===== src/rtl/mips_ex_bru_pkg.sv =====
// mips_ex_bru_pkg: shared address width and branch-resolution state encoding
package mips_ex_bru_pkg;
  localparam int MIPS_ADDR_WIDTH = 32;
  typedef enum logic {BRU_IDLE = 1'b0, BRU_REDIR = 1'b1} bru_state_e;
endpackage


===== src/rtl/mips_sat_cnt.sv =====
// mips_sat_cnt: saturating up-counter with synchronous clear taking priority
module mips_sat_cnt #(
  parameter int W = 32
) (
  input  logic         clk,
  input  logic         rst_n,
  input  logic         clr,
  input  logic         inc,
  output logic [W-1:0] cnt
);
  // count up, stick at all-ones, clear wins over increment
  always_ff @(posedge clk or negedge rst_n)
    if (!rst_n) cnt <= '0;
    else if (clr) cnt <= '0;
    else if (inc && cnt != '1) cnt <= cnt + 1'b1;
endmodule


===== src/rtl/mips_ex_bru.sv =====
// mips_ex_bru: EX-stage branch resolution, redirect/flush on mispredict, perf counters
module mips_ex_bru
  import mips_ex_bru_pkg::*;
#(
  parameter int ADDR_W = MIPS_ADDR_WIDTH,
  parameter int CNT_W  = 32
) (
  input  logic              clk,
  input  logic              rst_n,
  input  logic              ex_valid,
  input  logic              ex_jmpimm,
  input  logic              ex_jr,
  input  logic              ex_bxx,
  input  logic              ex_cond_true,
  input  logic              ex_prdt_taken,
  input  logic [ADDR_W-1:0] ex_prdt_pc,
  input  logic [ADDR_W-1:0] ex_pc_incr,
  input  logic [ADDR_W-1:0] ex_br_target,
  input  logic [ADDR_W-1:0] ex_jr_target,
  output logic              redir_valid,
  output logic [ADDR_W-1:0] redir_pc,
  input  logic              redir_ready,
  output logic              flush,
  output logic              ex_stall,
  input  logic              cnt_clr,
  output logic [CNT_W-1:0]  cnt_branch,
  output logic [CNT_W-1:0]  cnt_mispred
);
  bru_state_e        state, state_nxt;
  logic              resolve, act_taken, mispred, fix;
  logic [ADDR_W-1:0] act_tgt, fix_pc;
  assign resolve   = ex_valid & (ex_jmpimm | ex_jr | ex_bxx) & (state == BRU_IDLE);
  assign act_taken = ex_jr | ex_jmpimm | (ex_bxx & ex_cond_true);
  assign act_tgt   = ex_jr ? ex_jr_target : ex_br_target;
  assign mispred   = (act_taken != ex_prdt_taken) | (act_taken & (ex_prdt_pc != act_tgt));
  assign fix_pc    = act_taken ? act_tgt : ex_pc_incr;
  assign fix       = resolve & mispred;
  assign redir_valid = state == BRU_REDIR;
  assign ex_stall    = state == BRU_REDIR;
  // enter REDIR on a mispredict, leave once IF takes the redirect
  always_comb begin
    state_nxt = state;
    state_nxt = (state == BRU_IDLE) ? (fix ? BRU_REDIR : BRU_IDLE)
                                    : (redir_ready ? BRU_IDLE : BRU_REDIR);
  end
  // state register
  always_ff @(posedge clk or negedge rst_n)
    if (!rst_n) state <= BRU_IDLE;
    else state <= state_nxt;
  // flush pulses on REDIR entry; redirect PC captured then and held
  always_ff @(posedge clk or negedge rst_n)
    if (!rst_n) begin
      flush    <= 1'b0;
      redir_pc <= '0;
    end else begin
      flush <= fix;
      if (fix) redir_pc <= fix_pc;
    end
  mips_sat_cnt #(.W(CNT_W)) u_cnt_branch (
    .clk(clk), .rst_n(rst_n), .clr(cnt_clr), .inc(resolve), .cnt(cnt_branch)
  );
  mips_sat_cnt #(.W(CNT_W)) u_cnt_mispred (
    .clk(clk), .rst_n(rst_n), .clr(cnt_clr), .inc(fix), .cnt(cnt_mispred)
  );
endmodule


===== config.mk =====
export PLATFORM = sky130hd
export DESIGN_NAME = mips_ex_bru
export DESIGN_NICKNAME = d
export VERILOG_FILES = /design/src/rtl/mips_ex_bru_pkg.sv /design/src/rtl/mips_sat_cnt.sv /design/src/rtl/mips_ex_bru.sv
export SDC_FILE = /design/constraint.sdc
export NUM_CORES = 1
export LEC_CHECK = 0
export BUFFER_PORTS_ARGS = -buffer_cell sky130_fd_sc_hd__buf_4
export CORE_ASPECT_RATIO = 1.4
export CORE_UTILIZATION = 50
export CTS_CLUSTER_DIAMETER = 50
export DETAILED_ROUTE_END_ITERATION = 8
export GPL_TIMING_DRIVEN = 0
export PLACE_DENSITY_LB_ADDON = 0.2
export SLEW_MARGIN = 20
export SYNTH_ARGS = -nofsm -noshare
export SYNTH_HDL_FRONTEND = slang
export SYNTH_SLANG_ARGS = --single-unit

===== constraint.sdc =====
create_clock -name clk -period 5.9 [get_ports clk]
set_input_delay 1.18 -clock clk [delete_from_list [all_inputs] [get_ports clk]]
set_output_delay 1.18 -clock clk [all_outputs]
set_load 0.02 [all_outputs]

## After elaboration in Yosys (flattened, before gate mapping)

Cells that the tools add are included.
Widths: inputs -> output; s select.

| operators by class | value |
|---|---|
| bitwise logic cells | 10 |
| multiplexer cells | 9 |
| eq/ne operators | 4 |
| $add $sub $neg | 2 |
| reductions and logical operators | 4 |

Operators with widths:

| kind | number |
|---|---|
| $mux 32 | 6 |
| $add 32x1->32 const B | 2 |
| $ne 32x32->1 const B | 2 |
| $ne 32x32->1 | 1 |
| $and 1x1->1 | 5 |
| $or 1x1->1 | 4 |
| $reduce_bool 2->1 | 2 |
| $mux 1 | 3 |
| $logic_and 1x1->1 | 2 |
| $ne 1x1->1 | 1 |
| $not 1->1 | 1 |

| storage, ports and cells | value |
|---|---|
| register bits | 98 |
| logic and storage cells | 34 |

## Logic depth before layout (Yosys ltp)

Gate-level depths: netlist (run 1).

| logic depth | value |
|---|---|
| depth after elaboration | 8 |
| mapped depth | 11 |
| depth with buffers taken out | 8 |

## By module

A second synthesis (run 1) with hierarchy kept.

| second synthesis, totals | value |
|---|---|
| cell total of the unflattened synthesis | 809 |
| area total of the unflattened synthesis | 6824.0 um^2 |

By module, submodules not included:

| module | cells each | area an instance (um^2) | instances |
|---|---|---|---|
| mips_sat_cnt | 198 | 1854.3 | 2 |
| mips_ex_bru | 413 | 3115.5 | 1 |

## Worst setup path before layout (run 1)

Ideal clock, no wire load.

| path | value |
|---|---|
| kind | input -> register |
| start point | input port ex_jr |
| end point | register u_cnt_mispred.cnt[4] |
| data arrival time | 3.238 ns |
| required time | 5.772 ns |
| setup slack | 2.535 ns |
| stages on the path | 10 |
| setup time | 0.128 ns |
| cell sequence | buf_4 > buf_2 > mux2i_1 > xnor2_1 > nor4_1 > nand4_1 > nor4_4 > buf_2 > nor4_1 > mux2_1 |

| on the way | value |
|---|---|
| cells in the longest elaborated chain, start to end | 7 |
| elaborated cells between the ends (all ways) | 13 |

RTL lines:

| what | line | RTL |
|---|---|---|
| start, declared | mips_ex_bru.sv:12 | `input logic ex_jr,` |
| $mux 32 / $or 1x1->1 (equally long branches) | mips_ex_bru.sv:34, mips_ex_bru.sv:32, mips_ex_bru.sv:33 |  |
| $ne 32x32->1 (tied with other cells) | mips_ex_bru.sv:35 | `assign mispred = (act_taken != ex_prdt_taken) \| (act_taken & (ex_prdt_pc != act_tgt));` |
| $and 1x1->1 (tied with other cells) | mips_ex_bru.sv:35 |  |
| $or 1x1->1 / $and 1x1->1 (equally long branches) | mips_ex_bru.sv:35, mips_ex_bru.sv:32 |  |
| $and 1x1->1 (*) | mips_ex_bru.sv:37 | `assign fix = resolve & mispred;` |
| $logic_and 1x1->1 (*) | mips_sat_cnt.sv:15 | `else if (inc && cnt != '1) cnt <= cnt + 1'b1;` |
| $reduce_bool 2->1 (no line) (*) | n/a |  |
| end signal, assigned | mips_sat_cnt.sv:15 |  |
| end, declared | mips_sat_cnt.sv:9 | `output logic [W-1:0] cnt` |

Mark *: on every way between the ends. The rest lies on a longest branch, timed or not.
A chain may end at the register's enable or synchronous reset.

## Worst setup path after layout (run 1)

| path | value |
|---|---|
| start point | input port ex_jr |
| end point | register u_cnt_mispred.cnt[27] |

Same word-level chain as after synthesis.

==> impl_metrics.csv, run 1 <==
group,metric,value,unit
outcome,status,"finished clean",
floorplanning,die_x,93.8,um
timing,tightest_slew,0.904,ns
timing,fin_setup_tns,0,ns
floorplanning,core,0.0114,mm2
route,ant_nets,0,
power_and_ir_drop,clkPwrFrac,30.0,%
power_and_ir_drop,p_total,1.87,mW
timing,fin_hold_ws,0.492,ns
worst_setup_path,cp-start-kind,"input port",
timing,fin_crit_sh,62.5,%
route,routed_wl,18900,um
yosys,synth-seq-area-share,41.6,%
finish,ff_latch_area,0.00245,mm2
timing,period_needed,3.69,ns
worst_setup_path,reg2reg_depth,6,
route,vias,5878,
global_route,antenna_found_initial,1,
floorplanning,die_area,0.0122,mm2
finish,drive_above_1_share,31.2,%
yosys,synthArstFlopShare,100,%
yosys,syn_avg_cell_area,9.38,um2
placement,dp_hpwl,15000,um
flow_run,drv_cap,0,
power_and_ir_drop,swShare,31.1,%
worst_setup_path,worst_setup_path_end_kind,"register",
worst_setup_path,critPathKind,"input port to register",
worst_setup_path,cp_max_fo,10,
hold_path,hold_path.class,"register to register",
power_and_ir_drop,ir_worst_vdd,0.000150,V
global_route,grt_pass1_vias,5969,
floorplanning,initial_utilization,51.8,%
worst_setup_path,required,6.12,ns
clock_tree,cts_made_buffers,9,
clock_tree,cts_sinks,98,
yosys,yosysWarnings,0,
power_and_ir_drop,switching_power,583,uW
route,wl_per_cell,18.5,um
power_and_ir_drop,leakagePower,3.66,nW
clock_tree,htree_levels,3,
global_route,grt_overflow_total,0,
clock_tree,clock_path_buffers,2,
power_and_ir_drop,power_frac_comb,27.9,%
placement,place_congestion,0.942,
yosys,yosys-top-cells-area,"dfrtp_1, mux2_1, xnor2_1",
floorplanning,io_pins,237,
route,viasPerCell,5.75,
finish,area_delta_synth_final,37.8,%
power_and_ir_drop,pwr-share-seq,42.1,%
yosys,syn_nets,769,
timing,rsz0062_at_grt,"false",
placement,place_area,0.00784,mm2
yosys,syn_area,0.00590,mm2
timing,maxSlewViolCount,0,
hold_path,hold_depth,1,
clock_tree,cts.hold.buffers_added,0,
finish,fill_cells,874,
global_route,grt_max_degree,99,
route,dr.pass1.iters,4,
yosys,ys_ff_latch,98,
clock_tree,cts_tree,"done",
placement,port_buffers,234,
yosys,synth_top_area_share,41.6,%
yosys,synth_edf_count,0,
worst_setup_path,crit_arrival,3.91,ns
clock_tree,cts_setup_buffers,0,
global_route,grt_util_all_layers,31.8,%
yosys,synth_top_area_cell,"dfrtp_1",
finish,design_area,0.00813,mm2
floorplanning,rows,46,
floorplanning,die_h,131,um
timing,hold_viol_final,0,
finish,final_util,71.3,%
clock_tree,root_buffer,"clkbuf_16",
yosys,synthCells,629,
global_route,grt_pass1_wl,29900,um
route,initialDrtViolationCount,280,
timing,clock.fmax,271,MHz
clock_tree,clk_pin_slew,0.07,ns
yosys,yosys.cell_types.count,43,
finish,fin_nets,1014,
power_and_ir_drop,power_density,231,mW/mm2
finish,multi_input_area,0.00322,mm2
timing,fin_skew,0.00797,ns
clock_tree,cts_resized,0,
timing,setup_viol,0,
finish,n_antenna_cell,0,
power_and_ir_drop,p_int,1.29,mW
route,drc,0,
yosys,synth_ff_type,"dfrtp_1",
clock_tree,clk_latency,0.34,ns
timing,slew_headroom,39.7,%
==> cell usage after synthesis, drive strengths merged (2+ instances only) <==
master,count
xnor2,44
nor2,59
nor4,19
nand2b,2
nor3b,2
a21oi,21
nor3,17
inv,12
clkbuf,20
nand3,26
or4,15
and3,7
o21ai,40
mux2,47
dfrtp,98
buf,15
xor2,15
nor2b,16
or2,2
and4,4
and2,3
mux2i,32
o31ai,13
or3,9
nand4,25
ha,2
nand2,55
==> worst max-delay path, stage by stage <==
cell,delay [ns]
buf_4,0.19
buf_2,0.35
mux2i_1,0.45
xnor2_1,0.12
nor4_1,0.36
nand3_1,0.19
nor4_4,0.31
buf_2,0.31
nor4_1,0.09
mux2_1,0.33
==> power groups by stage <==
stage,Sequential [mW],Clock (mW),Combinational [mW]
after floorplan,0.881,0,0.159
after global placement,0.795,0,0.513
after detailed placement,0.800,0,0.523
after CTS,0.789,0.563,0.523
after global routing,0.798,0.595,0.553
final,0.789,0.562,0.523
==> stage by stage <==
| stage | std cells | setup WS [ns] |
|---|---|---|
| finish | 1022 | 2.21 |
| global route | 1022 | 2.02 |
| CTS | 1022 | 2.18 |
| detailed placement | 1007 | 1.84 |
| global placement | 1007 | 1.83 |
| floorplan | 629 | 2.53 |
==> layer usage <==
layer  GRT usage [%]  vias up  wire length [um]
met1            35.8     2804              6910
met2            57.5      283              9850
met3            5.27       54              1350
met5               0        -                 8
li1                -     2735                 -
met4            16.3        2               801
==> cells by family (layout without fill, tap and decap cells) <==
logic type,count (synthesis),in the layout,share of synthesized area (%)
compound gates,80,80,7.78
xor+xnor,59,59,8.76
simple gates,264,264,23.2
flops,98,98,41.6
fa+ha+maj,2,2,0.424
mux,79,79,14.4
buf+inv,47,296,3.88
==> sequential cells by signal, indices dropped and copies added, names as in the netlist <==
register           count
redir_pc              32
u_cnt_branch.cnt      32
u_cnt_mispred.cnt     32
ex_stall               1
flush                  1
==> area by class of cell <==
cell class / count / share of cell area [%]
clock buffers: 11 / 3.11
plain buffers: 35 / 2.26
well taps: 144 / 2.22
flip-flops and latches: 98 / 30.2
multi-input cells: 484 / 39.7
inverters: 12 / 0.554
repair buffers: 234 / 21.7
clock inverters: 4 / 0.339
==> layout by cell type, fill, tap and decap left out, types with 17 or more instances in the layout <==
cell type / netlist / final
buf_4: 4 / 237
mux2_1: 43 / 43
nor2_1: 58 / 58
clkbuf_1: 20 / 20
nand2_1: 55 / 55
xnor2_1: 44 / 44
mux2i_1: 32 / 32
dfrtp_1: 98 / 98
nand4_1: 25 / 25
a21oi_1: 21 / 21
nand3_1: 26 / 26
o21ai_0: 37 / 37
nor3_1: 17 / 17
nor4_1: 18 / 17
==> path summary, 6_finish.rpt <==
check | start | to | slack, ns
hold reg to reg | redir_pc[31] | redir_pc[31] | 0.49
setup reg to reg | u_cnt_branch.cnt[4] | u_cnt_branch.cnt[28] | 3.17
min in group asynchronous | rst_n | u_cnt_mispred.cnt[6] | 0.94
max in group asynchronous | rst_n | redir_pc[12] | 4.36
hold / removal | redir_pc[31] | redir_pc[31] | 0.49
setup / recovery | ex_jr | u_cnt_mispred.cnt[27] | 2.21
(Power assumes the default switching activity.)
==> run 2, diff against run 1 <==
CORE_UTILIZATION = 45   (was 50)
clock period = 3 ns   (was 5.9 ns; I/O delays follow)
==> run 2 against run 1 <==
Net effect: via count fell by 0.26%; clock skew up 0.0012 ns; design area up 2.0%; clock-buffer cell count increased by 1; worst setup slack got worse by 2.1 ns; total power grew 110%; utilization is 6.6 points lower.
==> impl_metrics.csv, run 2 (same netlist as run 1, synthesis figures left out) <==
group,metric,value,unit
placement,place_congestion,0.939,
route,dr.pass1.iters,7,
timing,tightest_slew,0.895,ns
global_route,grt_pass1_vias,5894,
timing,slew_headroom,40.3,%
timing,fin_skew,0.00921,ns
worst_setup_path,worst_setup_path_end_kind,"register",
global_route,grt_overflow_total,0,
clock_tree,cts.hold.buffers_added,0,
finish,top_regs,"redir_pc (32), u_cnt_branch.cnt (32), u_cnt_mispred.cnt (32)",
timing,rsz0062_at_grt,"false",
placement,dp_hpwl,15100,um
worst_setup_path,cp_max_fo,10,
floorplanning,core,0.0128,mm2
placement,port_buffers,234,
worst_setup_path,critical_path.top_delay_family,"simple AND/OR/NAND/NOR gates",
worst_setup_path,r2r_slack,0.25,ns
worst_setup_path,crit_slowest_cell,"nor4_2",
route,drc,0,
floorplanning,initial_utilization,46.0,%
finish,layout_commonest_cell,"buf_4",
worst_setup_path,required,3.22,ns
worst_setup_path,crit_path_start,"ex_jr",
clock_tree,clk_pin_slew,0.07,ns
worst_setup_path,crit_top_cell,"buf_4",
worst_setup_path,worstReg2RegEnd,"u_cnt_branch.cnt[28]",
finish,fin_cells,1033,
route,vias,5863,
clock_tree,cts_made_buffers,9,
clock_tree,clock_path_buffers,2,
clock_tree,clk_latency,0.34,ns
global_route,grt_pass1_wl,30000,um
clock_tree,root_buffer,"clkbuf_16",
worst_setup_path,critPathBufInv,4,
floorplanning,rows,49,
floorplanning,die_area,0.0136,mm2
worst_setup_path,critPathKind,"input port to register",
clock_tree,cts_tree,"done",
worst_setup_path,endpoint,"u_cnt_mispred.cnt[27]",
timing,hold_viol_final,0,
hold_path,hold_path.class,"input port to asynchronous set/reset pin",
finish,area_delta_synth_final,40.4,%
route,wl_per_cell,18.6,um
finish,layout_common_cells,"buf_4, dfrtp_1, nor2_1",
flow_run,drv_cap,0,
timing,clock.fmax,348,MHz
finish,drive_above_1_share,32.7,%
finish,fin_nets,1015,
global_route,grt_max_degree,99,
global_route,antenna_found_initial,0,
finish,fill_cells,1102,
route,routed_wl,19200,um
route,initialDrtViolationCount,232,
clock_tree,cts_sinks,98,
worst_setup_path,cp-start-kind,"input port",
floorplanning,io_pins,237,
finish,n_antenna_cell,0,
power_and_ir_drop,power_density,468,mW/mm2
worst_setup_path,cp.depth,11,
route,ant_nets,0,
worst_setup_path,reg2reg_depth,6,
timing,fin_crit_sh,95.8,%
timing,period_needed,2.87,ns
worst_setup_path,rr_startpoint,"u_cnt_branch.cnt[5]",
global_route,grt_util_all_layers,28.8,%
power_and_ir_drop,leakagePower,3.69,nW
power_and_ir_drop,ir_worst_vdd,0.000315,V
timing,maxSlewViolCount,0,
route,viasPerCell,5.68,
outcome,status,"finished clean",
worst_setup_path,slowest_delay,0.34,ns
worst_setup_path,crit_arrival,3.10,ns
floorplanning,die_h,137,um
clock_tree,htree_levels,3,
finish,design_area,0.00829,mm2
timing,setup_viol,0,
placement,place_area,0.00785,mm2
floorplanning,die_x,98.8,um
worst_setup_path,cp_cell_sequence,"buf_4, buf_8, mux2i_1, xnor2_1, nor4_2, nand3_1, nor4_4, buf_4, clkbuf_4, nor4_1, mux2_1",
placement,dp_cells,1016,
## run 2: worst min-delay path by stage
stage / endpoint / slack, ns / cells after the start
5_1_grt: u_cnt_mispred.cnt[6] / 0.45 / 1
2_1_floorplan: ex_stall / 0.30 / 0
3_3_place_gp: redir_pc[13] / 0.47 / 1
6_report: redir_pc[6] / 0.37 / 1
4_1_cts: u_cnt_mispred.cnt[6] / 0.41 / 1
3_5_place_dp: redir_pc[11] / 0.48 / 1
## run 2: layout make-up
class	count	area (um2)	area share, %
multi-input cells	484	3300	39.8
flip-flops and latches	98	2450	29.6
repair buffers	235	1770	21.3
clock buffers	12	256	3.10
plain buffers	35	200	2.42
well taps	153	191	2.31
clock inverters	4	73.8	0.891
inverters	12	45.0	0.544
## run 2: routing by layer
layer / up-vias / part of all wire, % / track usage, %
li1: 2750 / - / -
met2: 248 / 53 / 53.7
met3: 38 / 6.8 / 5.63
met5: - / 0 / 0
met1: 2827 / 37 / 31.8
met4: 0 / 3.2 / 12.5
## run 2: metrics by stage
stage | util, % | TNS (ns) | power (mW) | hold slack, ns | setup WS [ns]
3_5_place_dp | 61.3 | -40.96 | 2.60 | 0.476 | -0.681
5_1_grt | 64.7 | 0 | 4.01 | 0.447 | 0.00174
3_3_place_gp | 61.2 | -36.44 | 2.58 | 0.472 | -0.628
4_1_cts | 64.2 | 0 | 3.87 | 0.410 | 0.0430
6_report | 64.7 | 0 | 3.87 | 0.366 | 0.127
2_1_floorplan | - | 0 | 2.05 | 0.304 | 0.215
## run 2: power by group
| group | internal [mW] | leakage (nW) | switching (mW) | total, mW |
|---|---|---|---|---|
| logic | 0.481 | 2.23 | 0.565 | 1.05 |
| registers | 1.46 | 1.30 | 0.0918 | 1.55 |
| clock network | 0.777 | 0.163 | 0.497 | 1.27 |
## run 2: repair_timing
action,4_1_cts,5_1_grt
endpoints found under the hold margin,0,0
buffers inserted,1,0
cloned,0,0
pin swaps,1,3
endpoints found under the setup margin,66,57
gates resized for setup,10,12
